[src/rtl/proc_pkg.sv]
// Shared issuer types: opcodes, instruction-word layout, request entry and FSM states.
package proc_pkg;

  localparam int WORD_W = 9;
  localparam int OP_MSB = 8;
  localparam int OP_LSB = 6;
  localparam int RX_MSB = 5;
  localparam int RX_LSB = 3;
  localparam int RY_MSB = 2;
  localparam int RY_LSB = 0;

  typedef enum logic [1:0] {
    OP_MOV  = 2'b00,
    OP_MOVI = 2'b01,
    OP_ADD  = 2'b10,
    OP_SUB  = 2'b11
  } op_t;

  typedef enum logic [1:0] {
    ST_IDLE,
    ST_SEND_IR,
    ST_SEND_IMM,
    ST_WAIT_DONE
  } state_t;

  typedef struct packed {
    op_t               op;
    logic [2:0]        rx;
    logic [2:0]        ry;
    logic [WORD_W-1:0] imm;
  } req_t;

  function automatic logic [WORD_W-1:0] encode_word(input req_t r);
    logic [WORD_W-1:0] w;
    w = '0;
    w[OP_MSB:OP_LSB] = {1'b0, r.op};
    w[RX_MSB:RX_LSB] = r.rx;
    w[RY_MSB:RY_LSB] = r.ry;
    return w;
  endfunction

endpackage

[src/rtl/instr_fifo.sv]
// Request queue: head visible combinationally, push/pop take effect on the next edge.
// Backpressure: full blocks push (even with a same-cycle pop); pop on empty is ignored.
module instr_fifo #(
  parameter int WIDTH = 17,
  parameter int DEPTH = 4
) (
  input  logic             clk,
  input  logic             rst,
  input  logic             push,
  input  logic [WIDTH-1:0] push_data,
  input  logic             pop,
  output logic [WIDTH-1:0] head,
  output logic             full,
  output logic             empty
);

  localparam int PTR_W = (DEPTH > 1) ? $clog2(DEPTH) : 1;

  logic [WIDTH-1:0] mem [DEPTH];
  logic [PTR_W-1:0] wr_ptr;
  logic [PTR_W-1:0] rd_ptr;
  logic [PTR_W:0]   count;
  logic             do_push;
  logic             do_pop;

  assign full    = (count == (PTR_W+1)'(DEPTH));
  assign empty   = (count == '0);
  assign do_push = push && !full;
  assign do_pop  = pop && !empty;
  assign head    = mem[rd_ptr];

  // DEPTH is a power of two, so the pointers wrap naturally.
  always_ff @(posedge clk or posedge rst) begin
    if (rst) begin
      wr_ptr <= '0;
      rd_ptr <= '0;
      count  <= '0;
    end else begin
      if (do_push) wr_ptr <= wr_ptr + 1'b1;
      if (do_pop)  rd_ptr <= rd_ptr + 1'b1;
      if (do_push && !do_pop)      count <= count + 1'b1;
      else if (!do_push && do_pop) count <= count - 1'b1;
    end
  end

  always_ff @(posedge clk) begin
    if (do_push) mem[wr_ptr] <= push_data;
  end

endmodule

[src/rtl/instr_issuer.sv]
// Feeds queued requests to the processor as DIN/Run words, one instruction in flight; req_ready = queue not full.
// Define ISSUER_TIMEOUT_EN to abort an instruction whose Done has not arrived after TIMEOUT_CYCLES.
module instr_issuer
  import proc_pkg::*;
#(
  parameter int FIFO_DEPTH     = 4,
  parameter int TIMEOUT_CYCLES = 15
) (
  input  logic              Clock,
  input  logic              Reset,
  input  logic              req_valid,
  output logic              req_ready,
  input  op_t               req_op,
  input  logic [2:0]        req_rx,
  input  logic [2:0]        req_ry,
  input  logic [WORD_W-1:0] req_imm,
  output logic [WORD_W-1:0] DIN,
  output logic              Run,
  input  logic              Done,
  output logic              busy,
  output logic              timeout
);

  req_t   push_entry;
  req_t   head;
  logic   fifo_full;
  logic   fifo_empty;
  logic   pop;
  logic   expire;
  state_t state;
  state_t state_nxt;

  assign push_entry = '{op: req_op, rx: req_rx, ry: req_ry, imm: req_imm};
  assign req_ready  = !fifo_full;

  instr_fifo #(
    .WIDTH($bits(req_t)),
    .DEPTH(FIFO_DEPTH)
  ) u_fifo (
    .clk      (Clock),
    .rst      (Reset),
    .push     (req_valid),
    .push_data(push_entry),
    .pop      (pop),
    .head     (head),
    .full     (fifo_full),
    .empty    (fifo_empty)
  );

`ifdef ISSUER_TIMEOUT_EN
  localparam int CNT_W = $clog2(TIMEOUT_CYCLES + 1);

  logic [CNT_W-1:0] wait_cnt;
  logic             in_wait;
  logic             timeout_q;

  assign in_wait = (state == ST_SEND_IMM) || (state == ST_WAIT_DONE);
  assign expire  = in_wait && (wait_cnt == CNT_W'(TIMEOUT_CYCLES - 1));
  assign timeout = timeout_q;

  // Done on the expiry cycle takes priority, so only a Done-less expiry is an abort.
  always_ff @(posedge Clock or posedge Reset) begin
    if (Reset) begin
      wait_cnt  <= '0;
      timeout_q <= 1'b0;
    end else begin
      wait_cnt <= in_wait ? wait_cnt + 1'b1 : '0;
      if (expire && !Done) timeout_q <= 1'b1;
    end
  end
`else
  logic unused_timeout_cfg;

  assign expire             = 1'b0;
  assign timeout            = 1'b0;
  assign unused_timeout_cfg = (TIMEOUT_CYCLES != 0);
`endif

  always_ff @(posedge Clock or posedge Reset) begin
    if (Reset) state <= ST_IDLE;
    else       state <= state_nxt;
  end

  // The head stays queued until Done, so WAIT_DONE re-derives the last driven word from it.
  always_comb begin
    state_nxt = state;
    pop       = 1'b0;
    Run       = 1'b0;
    DIN       = '0;
    case (state)
      ST_IDLE: begin
        if (!fifo_empty) state_nxt = ST_SEND_IR;
      end
      ST_SEND_IR: begin
        Run       = 1'b1;
        DIN       = encode_word(head);
        state_nxt = (head.op == OP_MOVI) ? ST_SEND_IMM : ST_WAIT_DONE;
      end
      ST_SEND_IMM, ST_WAIT_DONE: begin
        if (state == ST_SEND_IMM || head.op == OP_MOVI) DIN = head.imm;
        else                                             DIN = encode_word(head);
        if (Done || expire) begin
          pop       = 1'b1;
          state_nxt = ST_IDLE;
        end else begin
          state_nxt = ST_WAIT_DONE;
        end
      end
      default: state_nxt = ST_IDLE;
    endcase
  end

  assign busy = (state != ST_IDLE);

endmodule

[config.mk]
export PLATFORM = sky130hd
export DESIGN_NAME = instr_issuer
export DESIGN_NICKNAME = d
export VERILOG_FILES = /design/src/rtl/proc_pkg.sv /design/src/rtl/instr_fifo.sv /design/src/rtl/instr_issuer.sv
export SDC_FILE = /design/constraint.sdc
export NUM_CORES = 1
export LEC_CHECK = 0
export CAP_MARGIN = 10
export CORE_ASPECT_RATIO = 0.8
export CORE_MARGIN = 5
export CORE_UTILIZATION = 42
export DETAILED_ROUTE_END_ITERATION = 8
export PLACE_DENSITY = 0.65
export SYNTH_ARGS = -nofsm -noshare
export SYNTH_HDL_FRONTEND = slang
export SYNTH_SLANG_ARGS = --single-unit
[constraint.sdc]
create_clock -name Clock -period 2.6 [get_ports Clock]
set_clock_uncertainty 0.05 [all_clocks]
set_input_delay 0.52 -clock Clock [delete_from_list [all_inputs] [get_ports Clock]]
set_output_delay 0.52 -clock Clock [all_outputs]
set_load 0.005 [all_outputs]
==> flow_summary.toml <==
[route]
detail-route-antenna-nets = 0
wl_per_cell_um = 17.0
drtIter0Drc = 72
vias = 1636
drcViolationCount = 0
drt_pass1_iterations = 4
via_per_inst = 4.87
wirelength_um = 5720

[floorplanning]
rows = 28
fp.dieH_um = 88.1
fp.coreArea_sq_um = 7430
io_pins = 34
die_w_um = 108
die_area_sq_um = 9490
initial_core_util_pct = 43.1

[grt]
overflow = 0
antenna_found_initial = 0
grt_pass1_wl_um = 9320
grt_max_degree = 18
grt_pass1_vias = 1685
grt_usage_pct = 13.3

[timing]
setup_ws_ns = -0.0140
fin_crit_ns = 2.61
setup_viol = 5
period_share_pct = 101
finalHoldViolCount = 0
rsz0062_at_grt = "yes"
slew_headroom_pct = 64.4
final_max_slew_viol_count = 0
worstMarginPinSlew_ns = 0.527
fin_setup_tns_ns = -0.0520
max_freq_ghz = 0.383

[final_layout]
drive_above_1_share_pct = 29.0
nets = 253
num_antenna_cells = 0
final_core_util_pct = 53.5
multi_input_area_sq_um = 851
nFillCells = 619
fin_cells = 336
syn2layout_area_growth_pct = 24.1
regArea_sq_um = 2270

[placement]
gp_congestion = 0.757
placed_cells = 311
dp_hpwl_um = 3660
io_buffers = 32

[worst_hold_path]
hold_class = "in2async"

[critical_path]
r2r-end = "u_fifo.count[2]"
r2r-start = "u_fifo.count[0]"
critical_path.top_delay_family = "multiplexers"
critical-path-max-stage-delay_ns = 0.53
reg2regPathDepth = 7
cp-start-kind = "flop"
worst-setup-path-type = "reg2out"
cp.arrival_ns = 2.04
path_buf_inv = 3
critPathSlowestCell = "mux4_2"
regToRegSetupSlack_ns = 0.38
endpoint_kind = "output port"
worstPathMaxFanout = 4
cp_cell_sequence = "mux4_2 -> nand2b_4 -> a21boi_4 -> buf_6 -> buf_6 -> o2bb2ai_1 -> buf_2"
critPathMostFrequentCell = "buf_6"
crit_required_ns = 2.03

[logic_synthesis]
seq_area_frac_synth_pct = 70.8
ys_types = 33
synth_top_area_share_pct = 63.7
synth_nets = 193
synth_area_leaders = "edfxtp_1 64%, dfrtp_1 7.0%, mux4_1 6.6%"
yosysTopAreaCell = "edfxtp_1"
synth_ff_type = "edfxtp_1"
synth_edf_count = 68
synth_seq_cells = 77
synth.avg_cell_area_sq_um = 19.3
syn_area_sq_um = 3200
async_reset_ff_share_pct = 11.7
yosysWarnings = 0
synth_cells = 166

[power_and_ir_drop]
ir_worst_vdd_uv = 590
powerDensity_nw_per_um2 = 1120
power.leakage_nw = 1.46

[clock_network]
numCtsBuffers = 9
hold_buffers = 0
cts_tree = "built"
cts_sinks = 77
clockRootBuffer = "clkbuf_8"
clkSlewWorstSetupHoldPaths_ns = 0.08
cts.path.max_buffers = 2
clock_latency_ns = 0.34
cts_htree_levels = 3

[run_status]
status = "finished with violations"
violations = "negative setup slack"

[job]
max_cap_violations = 0
## routing by layer
layer | vias to the layer above | GRT usage [%] | routed length [um]
li1 | 771 | - | -
met1 | 822 | 18.6 | 2730
met2 | 37 | 20.1 | 2670
met3 | 6 | 4.72 | 289
met4 | 0 | 3.78 | 33
met5 | - | 0 | 0
## state kept, by name, summed over array words and instances (netlist names)
signal         count
u_fifo.wr_ptr      2
u_fifo.rd_ptr      2
state              2
u_fifo.count       3
u_fifo.mem        68
## power by group
| part | switching (mW) | leakage (nW) | internal [mW] | total (mW) |
|---|---|---|---|---|
| combinational | 0.820 | 0.642 | 0.973 | 1.79 |
| clock | 0.416 | 0.0903 | 0.436 | 0.852 |
| sequential | 0.133 | 0.725 | 1.66 | 1.79 |
| total | 1.37 | 1.46 | 3.07 | 4.44 |
## metrics by stage
step | setup WS [ns] | total power, mW | hold WS [ns] | instance area, sq um
floorplan | 0.403 | 2.80 | 0.298 | 3200
global placement | -0.0183 | 3.52 | 0.444 | 3720
detailed placement | -0.0749 | 3.54 | 0.447 | 3720
CTS | -0.0625 | 4.46 | 0.393 | 3960
global route | -0.118 | 4.72 | 0.417 | 3980
finish | -0.0140 | 4.44 | 0.396 | 3980
## worst max-delay path by stage
| stage | endpoint | cells after the start | slack [ns] | start |
|---|---|---|---|---|
| after CTS | DIN[1] | 7 | -0.06 | u_fifo.rd_ptr[0] |
| after global routing | DIN[3] | 7 | -0.12 | u_fifo.rd_ptr[0] |
| after detailed placement | DIN[0] | 5 | -0.07 | u_fifo.rd_ptr[0] |
| after floorplan | u_fifo.count[2] | 7 | 0.40 | u_fifo.count[0] |
| after global placement | DIN[0] | 5 | -0.02 | u_fifo.rd_ptr[0] |
| final | DIN[4] | 7 | -0.01 | u_fifo.rd_ptr[0] |
## synthesized netlist by cell type, types with 4 or more instances
master,instances
ha_1,5
mux4_2,9
inv_1,12
dfrtp_1,9
nor2_1,6
and3_1,4
mux2_2,4
o2bb2ai_1,6
edfxtp_1,68
mux4_1,8
## cell type report
class	count	area share (%)
Sequential cell	77	57.1
Clock buffer	9	3.12
Tap cell	105	3.30
Clock inverter	7	1.67
Multi-Input combinational cell	71	21.4
Inverter	12	1.13
Timing Repair Buffer	55	12.3
## layout by cell type, fill, tap and decap left out, types with 2 or more instances in the layout
cell type        synthesis  layout
dfrtp_1                  9       7
nor2_1                   6       5
dfrtp_2                  0       2
xor2_1                   3       3
edfxtp_1                68      68
clkbuf_8                 0       9
and3_1                   4       4
o21ai_0                  2       2
mux2_2                   4       4
buf_6                    1       4
mux4_2                   9      12
dlygate4sd2_1            0       2
buf_4                    2      18
clkinvlp_4               0       2
clkinv_1                 0       2
xnor2_1                  3       3
mux2i_1                  3       3
mux4_1                   8       5
ha_1                     5       5
nand4_1                  2       2
o2bb2ai_1                6       5
nand2_1                  3       3
buf_2                    1       6
clkdlybuf4s50_1          0      23
inv_1                   12      12
## timing repair
item,CTS,global route
pin swaps,1,0
gates resized for setup,42,1
setup endpoints to repair,9,7
buffers inserted,7,2
## kinds of logic after synthesis
logic type | Yosys count | share of synthesized area, %
XOR/XNOR | 6 | 1.64
flip-flops | 77 | 70.8
adder cells (fa/ha/maj) | 6 | 2.58
other | 1 | 0.117
AO/OA/AOI/OAI | 13 | 3.44
buffers and inverters | 18 | 2.62
AND/OR/NAND/NOR | 21 | 3.63
multiplexers | 24 | 15.2
Power figures use the tool's default switching activity.
